--- src/rtl/serial_adder_pkg.sv ---
// Shared definitions for the bit-serial adder controller.
//   state_t   : 2-bit FSM state encoding (IDLE / ADD / DONE)
//   cnt_width : bit-counter width for a given operand width, max(1, clog2(width))
package serial_adder_pkg;

   typedef enum logic [1:0] {
      S_IDLE = 2'd0,
      S_ADD  = 2'd1,
      S_DONE = 2'd2
   } state_t;

   function automatic int cnt_width(input int width);
      return (width > 1) ? $clog2(width) : 1;
   endfunction

endpackage

--- src/rtl/adder_bit_slice.sv ---
// Combinational full-adder bit slice built from two half adders and an OR.
//   a, b : operand bits
//   cin  : carry in
//   sum  : a ^ b ^ cin
//   cout : carry out
module adder_bit_slice (
   input  logic a,
   input  logic b,
   input  logic cin,
   output logic sum,
   output logic cout
);

   logic s1;
   logic c1;
   logic c2;

   half_adder ha0 (
      .a     (a),
      .b     (b),
      .sum   (s1),
      .carry (c1)
   );

   half_adder ha1 (
      .a     (s1),
      .b     (cin),
      .sum   (sum),
      .carry (c2)
   );

   assign cout = c1 | c2;

endmodule

--- src/rtl/half_adder.sv ---
// Single-bit half adder.
//   a, b  : input bits
//   sum   : a ^ b
//   carry : a & b
module half_adder (
   input  logic a,
   input  logic b,
   output logic sum,
   output logic carry
);

   assign sum   = a ^ b;
   assign carry = a & b;

endmodule

--- src/rtl/serial_adder_ctrl.sv ---
// Bit-serial WIDTH-bit adder: one shared full-adder slice, one bit per clock,
// LSB first. Operands are captured on an accepted start, WIDTH add cycles
// follow, then the registered sum/carry are presented with a one-cycle done.
//   i_clk, i_rst      : clock, synchronous active-high reset
//   i_start           : start request, accepted only while o_ready
//   i_a, i_b, i_cin   : operands and carry-in, captured on accept
//   o_ready           : idle, a start is accepted this cycle
//   o_busy            : add cycles in progress
//   o_done            : one-cycle pulse, result valid from this cycle
//   o_sum, o_cout     : registered result, held until the next done
module serial_adder_ctrl
   import serial_adder_pkg::*;
#(
   parameter int unsigned WIDTH = 8
) (
   input  logic             i_clk,
   input  logic             i_rst,
   input  logic             i_start,
   input  logic [WIDTH-1:0] i_a,
   input  logic [WIDTH-1:0] i_b,
   input  logic             i_cin,
   output logic             o_ready,
   output logic             o_busy,
   output logic             o_done,
   output logic [WIDTH-1:0] o_sum,
   output logic             o_cout
);

   localparam int CW = cnt_width(WIDTH);

   state_t           state;
   state_t           state_next;
   logic [WIDTH-1:0] a_sr;
   logic [WIDTH-1:0] b_sr;
   logic [WIDTH-1:0] sum_sr;
   logic [WIDTH-1:0] sum_shifted;
   logic             carry;
   logic [CW-1:0]    cnt;
   logic             last_bit;
   logic             sum_bit;
   logic             carry_next;

   adder_bit_slice u_slice (
      .a    (a_sr[0]),
      .b    (b_sr[0]),
      .cin  (carry),
      .sum  (sum_bit),
      .cout (carry_next)
   );

   assign last_bit = (cnt == CW'(WIDTH - 1));

   // New bit enters at the MSB; truncating the concatenation keeps this
   // valid for WIDTH=1, where the result is just the new bit.
   assign sum_shifted = WIDTH'({sum_bit, sum_sr} >> 1);

   // State register
   always_ff @(posedge i_clk) begin
      if (i_rst) begin
         state <= S_IDLE;
      end else begin
         state <= state_next;
      end
   end

   // Next-state logic
   always_comb begin
      state_next = state;
      unique case (state)
         S_IDLE:  if (i_start) state_next = S_ADD;
         S_ADD:   if (last_bit) state_next = S_DONE;
         S_DONE:  state_next = S_IDLE;
         default: state_next = S_IDLE;
      endcase
   end

   // Output decode
   always_comb begin
      o_ready = 1'b0;
      o_busy  = 1'b0;
      o_done  = 1'b0;
      unique case (state)
         S_IDLE:  o_ready = 1'b1;
         S_ADD:   o_busy  = 1'b1;
         S_DONE:  o_done  = 1'b1;
         default: o_ready = 1'b0;
      endcase
   end

   // Datapath: operand shifters, carry flop, bit counter, result registers
   always_ff @(posedge i_clk) begin
      if (i_rst) begin
         a_sr   <= '0;
         b_sr   <= '0;
         sum_sr <= '0;
         carry  <= 1'b0;
         cnt    <= '0;
         o_sum  <= '0;
         o_cout <= 1'b0;
      end else begin
         unique case (state)
            S_IDLE: begin
               if (i_start) begin
                  a_sr   <= i_a;
                  b_sr   <= i_b;
                  sum_sr <= '0;
                  carry  <= i_cin;
                  cnt    <= '0;
               end
            end
            S_ADD: begin
               a_sr   <= a_sr >> 1;
               b_sr   <= b_sr >> 1;
               sum_sr <= sum_shifted;
               carry  <= carry_next;
               if (last_bit) begin
                  o_sum  <= sum_shifted;
                  o_cout <= carry_next;
               end else begin
                  cnt <= cnt + CW'(1);
               end
            end
            default: begin
            end
         endcase
      end
   end

endmodule

--- config.mk ---
export PLATFORM = sky130hd
export DESIGN_NAME = serial_adder_ctrl
export DESIGN_NICKNAME = d
export VERILOG_FILES = /design/src/rtl/serial_adder_pkg.sv /design/src/rtl/adder_bit_slice.sv /design/src/rtl/half_adder.sv /design/src/rtl/serial_adder_ctrl.sv
export SDC_FILE = /design/constraint.sdc
export NUM_CORES = 1
export LEC_CHECK = 0
export CAP_MARGIN = 15
export CORE_MARGIN = 4
export CORE_UTILIZATION = 45
export CTS_CLUSTER_DIAMETER = 40
export DETAILED_ROUTE_END_ITERATION = 7
export PLACE_DENSITY = 0.71
export SLEW_MARGIN = 20
export SYNTH_ARGS = -nofsm -noshare
export SYNTH_HDL_FRONTEND = slang
export SYNTH_SLANG_ARGS = --single-unit
--- constraint.sdc ---
create_clock -name i_clk -period 1.8 [get_ports i_clk]
set_clock_uncertainty 0.2 [all_clocks]
set_input_delay 0.18 -clock i_clk [delete_from_list [all_inputs] [get_ports i_clk]]
set_output_delay 0.18 -clock i_clk [all_outputs]
set_load 0.005 [all_outputs]
## Word level (Yosys, flattened, before mapping)

Index checks and enable logic that the tools add are counted.

| operators by class | value |
|---|---|
| add/sub/neg operators | 1 |
| equal/unequal tests | 6 |
| mux-type cells | 17 |
| bitwise logic cells | 5 |
| reduce and logical (&&, ||, !) cells | 6 |

Operators by type and width:

| cell | count |
|---|---|
| $pmux 8 s2 | 3 |
| $mux 8 | 3 |
| $mux 3 | 2 |
| $ne 2x2->1 const B | 3 |
| $pmux 3 s2 | 1 |
| $reduce_and 2->1 | 3 |
| $mux 1 | 4 |
| $mux 2 | 2 |
| $pmux 2 s2 | 1 |
| $add 3x1->3 const B | 1 |
| $eq 3x3->1 const B | 1 |
| $reduce_and 3->1 | 1 |
| $and 1x1->1 | 2 |
| $eq 2x1->1 const B | 1 |
| $eq 2x2->1 const B | 1 |
| $logic_not 2->1 | 1 |
| $pmux 1 s2 | 1 |
| $reduce_bool 2->1 | 1 |
| $xor 1x1->1 | 2 |
| $or 1x1->1 | 1 |

| storage, ports and cells | value |
|---|---|
| flip-flop bits (word level) | 39 |
| input bits | 20 |
| output and inout port bits | 12 |
| word-level logic and storage cells | 43 |

## Logic depth before layout (Yosys ltp)

| depth | value |
|---|---|
| depth in word-level cells | 4 |
| gate-level depth with buffers | 6 |
| depth with buffers taken out | 5 |

## Cells and area by module

Synthesis repeated with hierarchy kept, for this count alone.

| unflattened totals | value |
|---|---|
| cells, all modules | 174 |
| area total of the unflattened synthesis | 1764.2 um^2 |

Modules (own cells, without submodules):

| module | times used | cells an instance | area each (um^2) | seq. area each (um^2) |
|---|---|---|---|---|
| serial_adder_ctrl | 1 | 171 | 1732.9 | 760.7 |
| half_adder | 2 | 1 | 12.5 | 0.0 |
| adder_bit_slice | 1 | 1 | 6.3 | 0.0 |

## Least setup slack after synthesis

No wires, ideal clock.

| timing | value |
|---|---|
| kind | register -> register |
| start point | reg cnt[0] |
| end point | reg o_cout |
| setup time | 0.071 ns |
| data arrival time | 1.273 ns |
| data required time | 1.529 ns |
| slack | 0.256 ns |
| cell stages (with the launch flop) | 7 |
| buffers on the path | 1 |
| period minus slack after synthesis | 1.544 ns |
| cells stage by stage | dfxtp_1 -> ha_1 -> ha_1 -> buf_2 -> nand3b_1 -> nand2_1 -> a21oi_1 |

| between the ends | value |
|---|---|
| longest elaborated chain between the ends | 2 |

Ends and longest elaborated chain:

| what | RTL line | source |
|---|---|---|
| start, declared | serial_adder_ctrl.sv:38 | `logic [CW-1:0] cnt;` |
| start signal, assigned | serial_adder_ctrl.sv:120 | `cnt <= cnt + CW'(1);` |
| $eq 3x3->1 | serial_adder_ctrl.sv:51 | `assign last_bit = (cnt == CW'(WIDTH - 1));` |
| $reduce_and 2->1 (no source line) | - |  |
| end signal, assigned | serial_adder_ctrl.sv:118 | `o_cout <= carry_next;` |
| end, declared | serial_adder_ctrl.sv:26 | `output logic o_cout` |

No other way between the ends.
A chain may end at the register's enable or synchronous reset.

## Worst setup path in the final report

| timing | value |
|---|---|
| start point | reg state[0] |
| end point | out o_busy |

| between the ends | value |
|---|---|
| longest elaborated chain between the ends | 2 |

Ends and longest elaborated chain:

| what | RTL line | source |
|---|---|---|
| start, declared | serial_adder_ctrl.sv:31 | `state_t state;` |
| start signal, assigned | serial_adder_ctrl.sv:62 | `state <= state_next;` |
| $eq 2x1->1 | serial_adder_ctrl.sv:82 | `unique case (state)` |
| $mux 1 | serial_adder_ctrl.sv:82 |  |
| end, declared | serial_adder_ctrl.sv:23 | `output logic o_busy,` |

No other way between the ends.

==> impl_metrics.py <==
metrics = {
    "synthesis": {
        "yosysWarnings": 0,
        "syn_area_per_cell_um2": 9.80,
        "seq_area_frac_synth": 0.471,
        "ys_ff_latch": 38,
        "synthCells": 165,
        "synth_area_mm2": 0.00162,
        "synth_nets": 188,
        "ys_types": 26,
    },
    "cts": {
        "cts.sinks": 38,
        "cts_tree": "done",
        "cts-root-buf": "clkbuf_4",
        "clk_path_buf_depth": 2,
        "clk_pin_slew_worst_paths_ns": 0.12,
        "clk_latency_ns": 0.33,
        "cts_inserted_buffers": 5,
        "hold_buffers": 0,
        "ctsHtreeMaxLevel": 2,
    },
    "die": {
        "die_y_um": 67.9,
        "fp-row-count": 21,
        "start_util": 0.477,
        "die_area_mm2": 0.00462,
        "die_w_um": 67.9,
        "core_region_area_mm2": 0.00339,
        "num_io_pins": 32,
    },
    "sta": {
        "worst_slew_pin_slew_ns": 0.435,
        "grt_setup_unrepaired": "no",
        "maxSlewHeadroom": 0.710,
        "hold_viol_final": 0,
        "slew_viol_final": 0,
        "worst_slack_ns": 0.0733,
        "fin_setup_tns_ns": 0,
        "post-route-period-util": 0.959,
        "setup_viol": 0,
        "fmax_mhz": 579,
        "whs_ns": 0.263,
        "min_period_ns": 1.73,
    },
    "job": {
        "cap_viol_max_count": 0,
    },
    "detailed_routing": {
        "ant_nets": 0,
        "vias": 1300,
        "wirelength_um": 3330,
        "via_per_inst": 5.31,
        "route.detailed.drc": 0,
        "firstDrtPassIters": 4,
        "drt_iter0_drc": 80,
        "avgRoutedWirePerCell_um": 13.6,
    },
    "global_routing": {
        "grt_use_total": 0.161,
        "grt_pass1_vias": 1343,
        "grt_use_met3": 0.0411,
        "met2_usage": 0.308,
        "use_met1": 0.159,
        "grt_max_degree": 31,
        "globalRouteOverflowTotal": 0,
        "top_usage_layer": "met2",
        "antenna_found_initial": 0,
        "grt_first_pass_wirelength_um": 5530,
    },
    "cells_and_area": {
        "multi_input_comb_area_um2": 781,
        "synthToLayoutAreaGrowth_pct": 26.9,
        "finalNetCount": 221,
        "regArea_um2": 766,
        "final_common_cell": "dfxtp_1",
        "drive_above_1_share": 0.161,
        "nFillCells": 291,
        "final_cell_mix": "36 x dfxtp_1, 29 x clkdlybuf4s50_1, 25 x nor2_1",
        "n_antenna_cell": 0,
    },
    "power": {
        "leakage_nw": 0.756,
        "clkPwrFrac": 0.287,
        "pwr-share-seq": 0.558,
        "p_int_mw": 1.20,
        "powerDensity_mw_per_mm2": 790,
        "switchingPower_mw": 0.423,
        "ir_drop_mv": 0.496,
        "p_comb_frac": 0.155,
        "power.share.switching": 0.261,
    },
    "setup_path": {
        "end_kind": "primary output",
        "arrival_ns": 1.35,
        "cp_slowest_stage_delay_ns": 0.50,
        "cp-start-kind": "flop",
        "path_cells": "nor2b_4 > clkdlybuf4s50_1",
        "worstSetupPathType": "reg -> out",
        "path_max_fanout": 3,
        "worstPathRequired_ns": 1.42,
        "cp_slowest_cell": "clkdlybuf4s50_1",
    },
    "placed_design": {
        "post-place-ws_ns": 0.110,
        "place_congestion": 0.718,
        "port_buffers": 31,
        "dpl.hpwl_um": 2420,
    },
    "min_path": {
        "hp-class": "reg -> reg",
    },
    "run_status": {
        "status": "complete, no violations",
    },
}
==> cell usage after synthesis (all sizes together) <==
library cell | instances | share of area
o21ba | 1 | 0.0062
nor2b | 3 | 0.012
nor2 | 26 | 0.060
nor4b | 1 | 0.0093
a211oi | 15 | 0.10
mux2i | 15 | 0.093
a21oi | 10 | 0.031
nand2 | 12 | 0.028
fa | 1 | 0.012
o21ai | 2 | 0.0062
nand3b | 1 | 0.0046
o31ai | 1 | 0.0046
dfxtp | 38 | 0.47
buf | 12 | 0.048
inv | 1 | 0.0023
o21bai | 1 | 0.0070
clkbuf | 1 | 0.0023
ha | 2 | 0.015
a22oi | 7 | 0.033
nand2b | 4 | 0.015
a32oi | 2 | 0.011
nand3 | 9 | 0.028
==> routing by layer <==
metal  vias up  routed length [µm]
li1        647                   -
met1       615                1400
met2        31                1720
met3         7                 136
met4         0                  74
met5         -                   0
==> layout make-up <==
class,count,area share
flip-flops and latches,38,0.373
inverters,1,0.00183
multi-input cells,113,0.380
clock inverters,2,0.00610
clock buffers,6,0.0250
well taps,46,0.0280
repair buffers,39,0.185
==> metrics by stage <==
stage	util	total power, mW	cells	cell area [µm²]
finish	0.605	1.62	245	2050
global route	0.605	1.69	245	2050
CTS	0.601	1.63	244	2040
detailed placement	0.581	1.17	236	1970
global placement	0.581	1.16	236	1970
floorplan	-	1.09	165	1620
==> sequential cells by signal, indices dropped and copies added, names as in the netlist <==
name / cells
sum_sr: 7
carry: 1
o_cout: 1
cnt: 3
a_sr: 8
o_sum: 8
state: 2
b_sr: 8
==> final timing paths <==
| path | startpoint | end | slack (ns) | cells past startpoint |
|---|---|---|---|---|
| hold / removal | o_sum[6]$_SDFFE_PP0P_ | o_sum[6]$_SDFFE_PP0P_ | 0.26 | 2 |
| hold reg to reg | o_sum[6]$_SDFFE_PP0P_ | o_sum[6]$_SDFFE_PP0P_ | 0.26 | 2 |
| setup reg to reg | cnt[0]$_SDFFE_PP0P_ | cnt[1]$_SDFFE_PP0P_ | 0.16 | 5 |
| setup / recovery | state[0]$_SDFFE_PP0P_ | o_busy | 0.07 | 2 |
==> worst max-delay path: cells and delay by family (launching register included) <==
| family | cells | cell delay (ns) |
|---|---|---|
| buffers and inverters | 1 | 0.50 |
| flip-flops | 1 | 0.36 |
| AND/OR/NAND/NOR | 1 | 0.15 |
==> timing repair <==
item                                    CTS  global route
setup buffers                             0             1
endpoints found under the setup margin    3             1
gates resized for setup                   5             3
==> logic make-up after synthesis <==
group,after synthesis,synth area share
fa+ha+maj,3,0.0279
flops,38,0.471
compound gates,39,0.199
simple gates,56,0.157
mux,15,0.0929
buf+inv,14,0.0526
==> power groups by stage <==
stage,sequential [mW],clock (mW),combinational (mW)
after floorplan,0.918,0,0.173
final,0.905,0.465,0.250
after global routing,0.911,0.510,0.274
after CTS,0.906,0.478,0.250
after detailed placement,0.925,0,0.249
after global placement,0.923,0,0.239
Note: power is estimated with default switching activity, not from simulation.
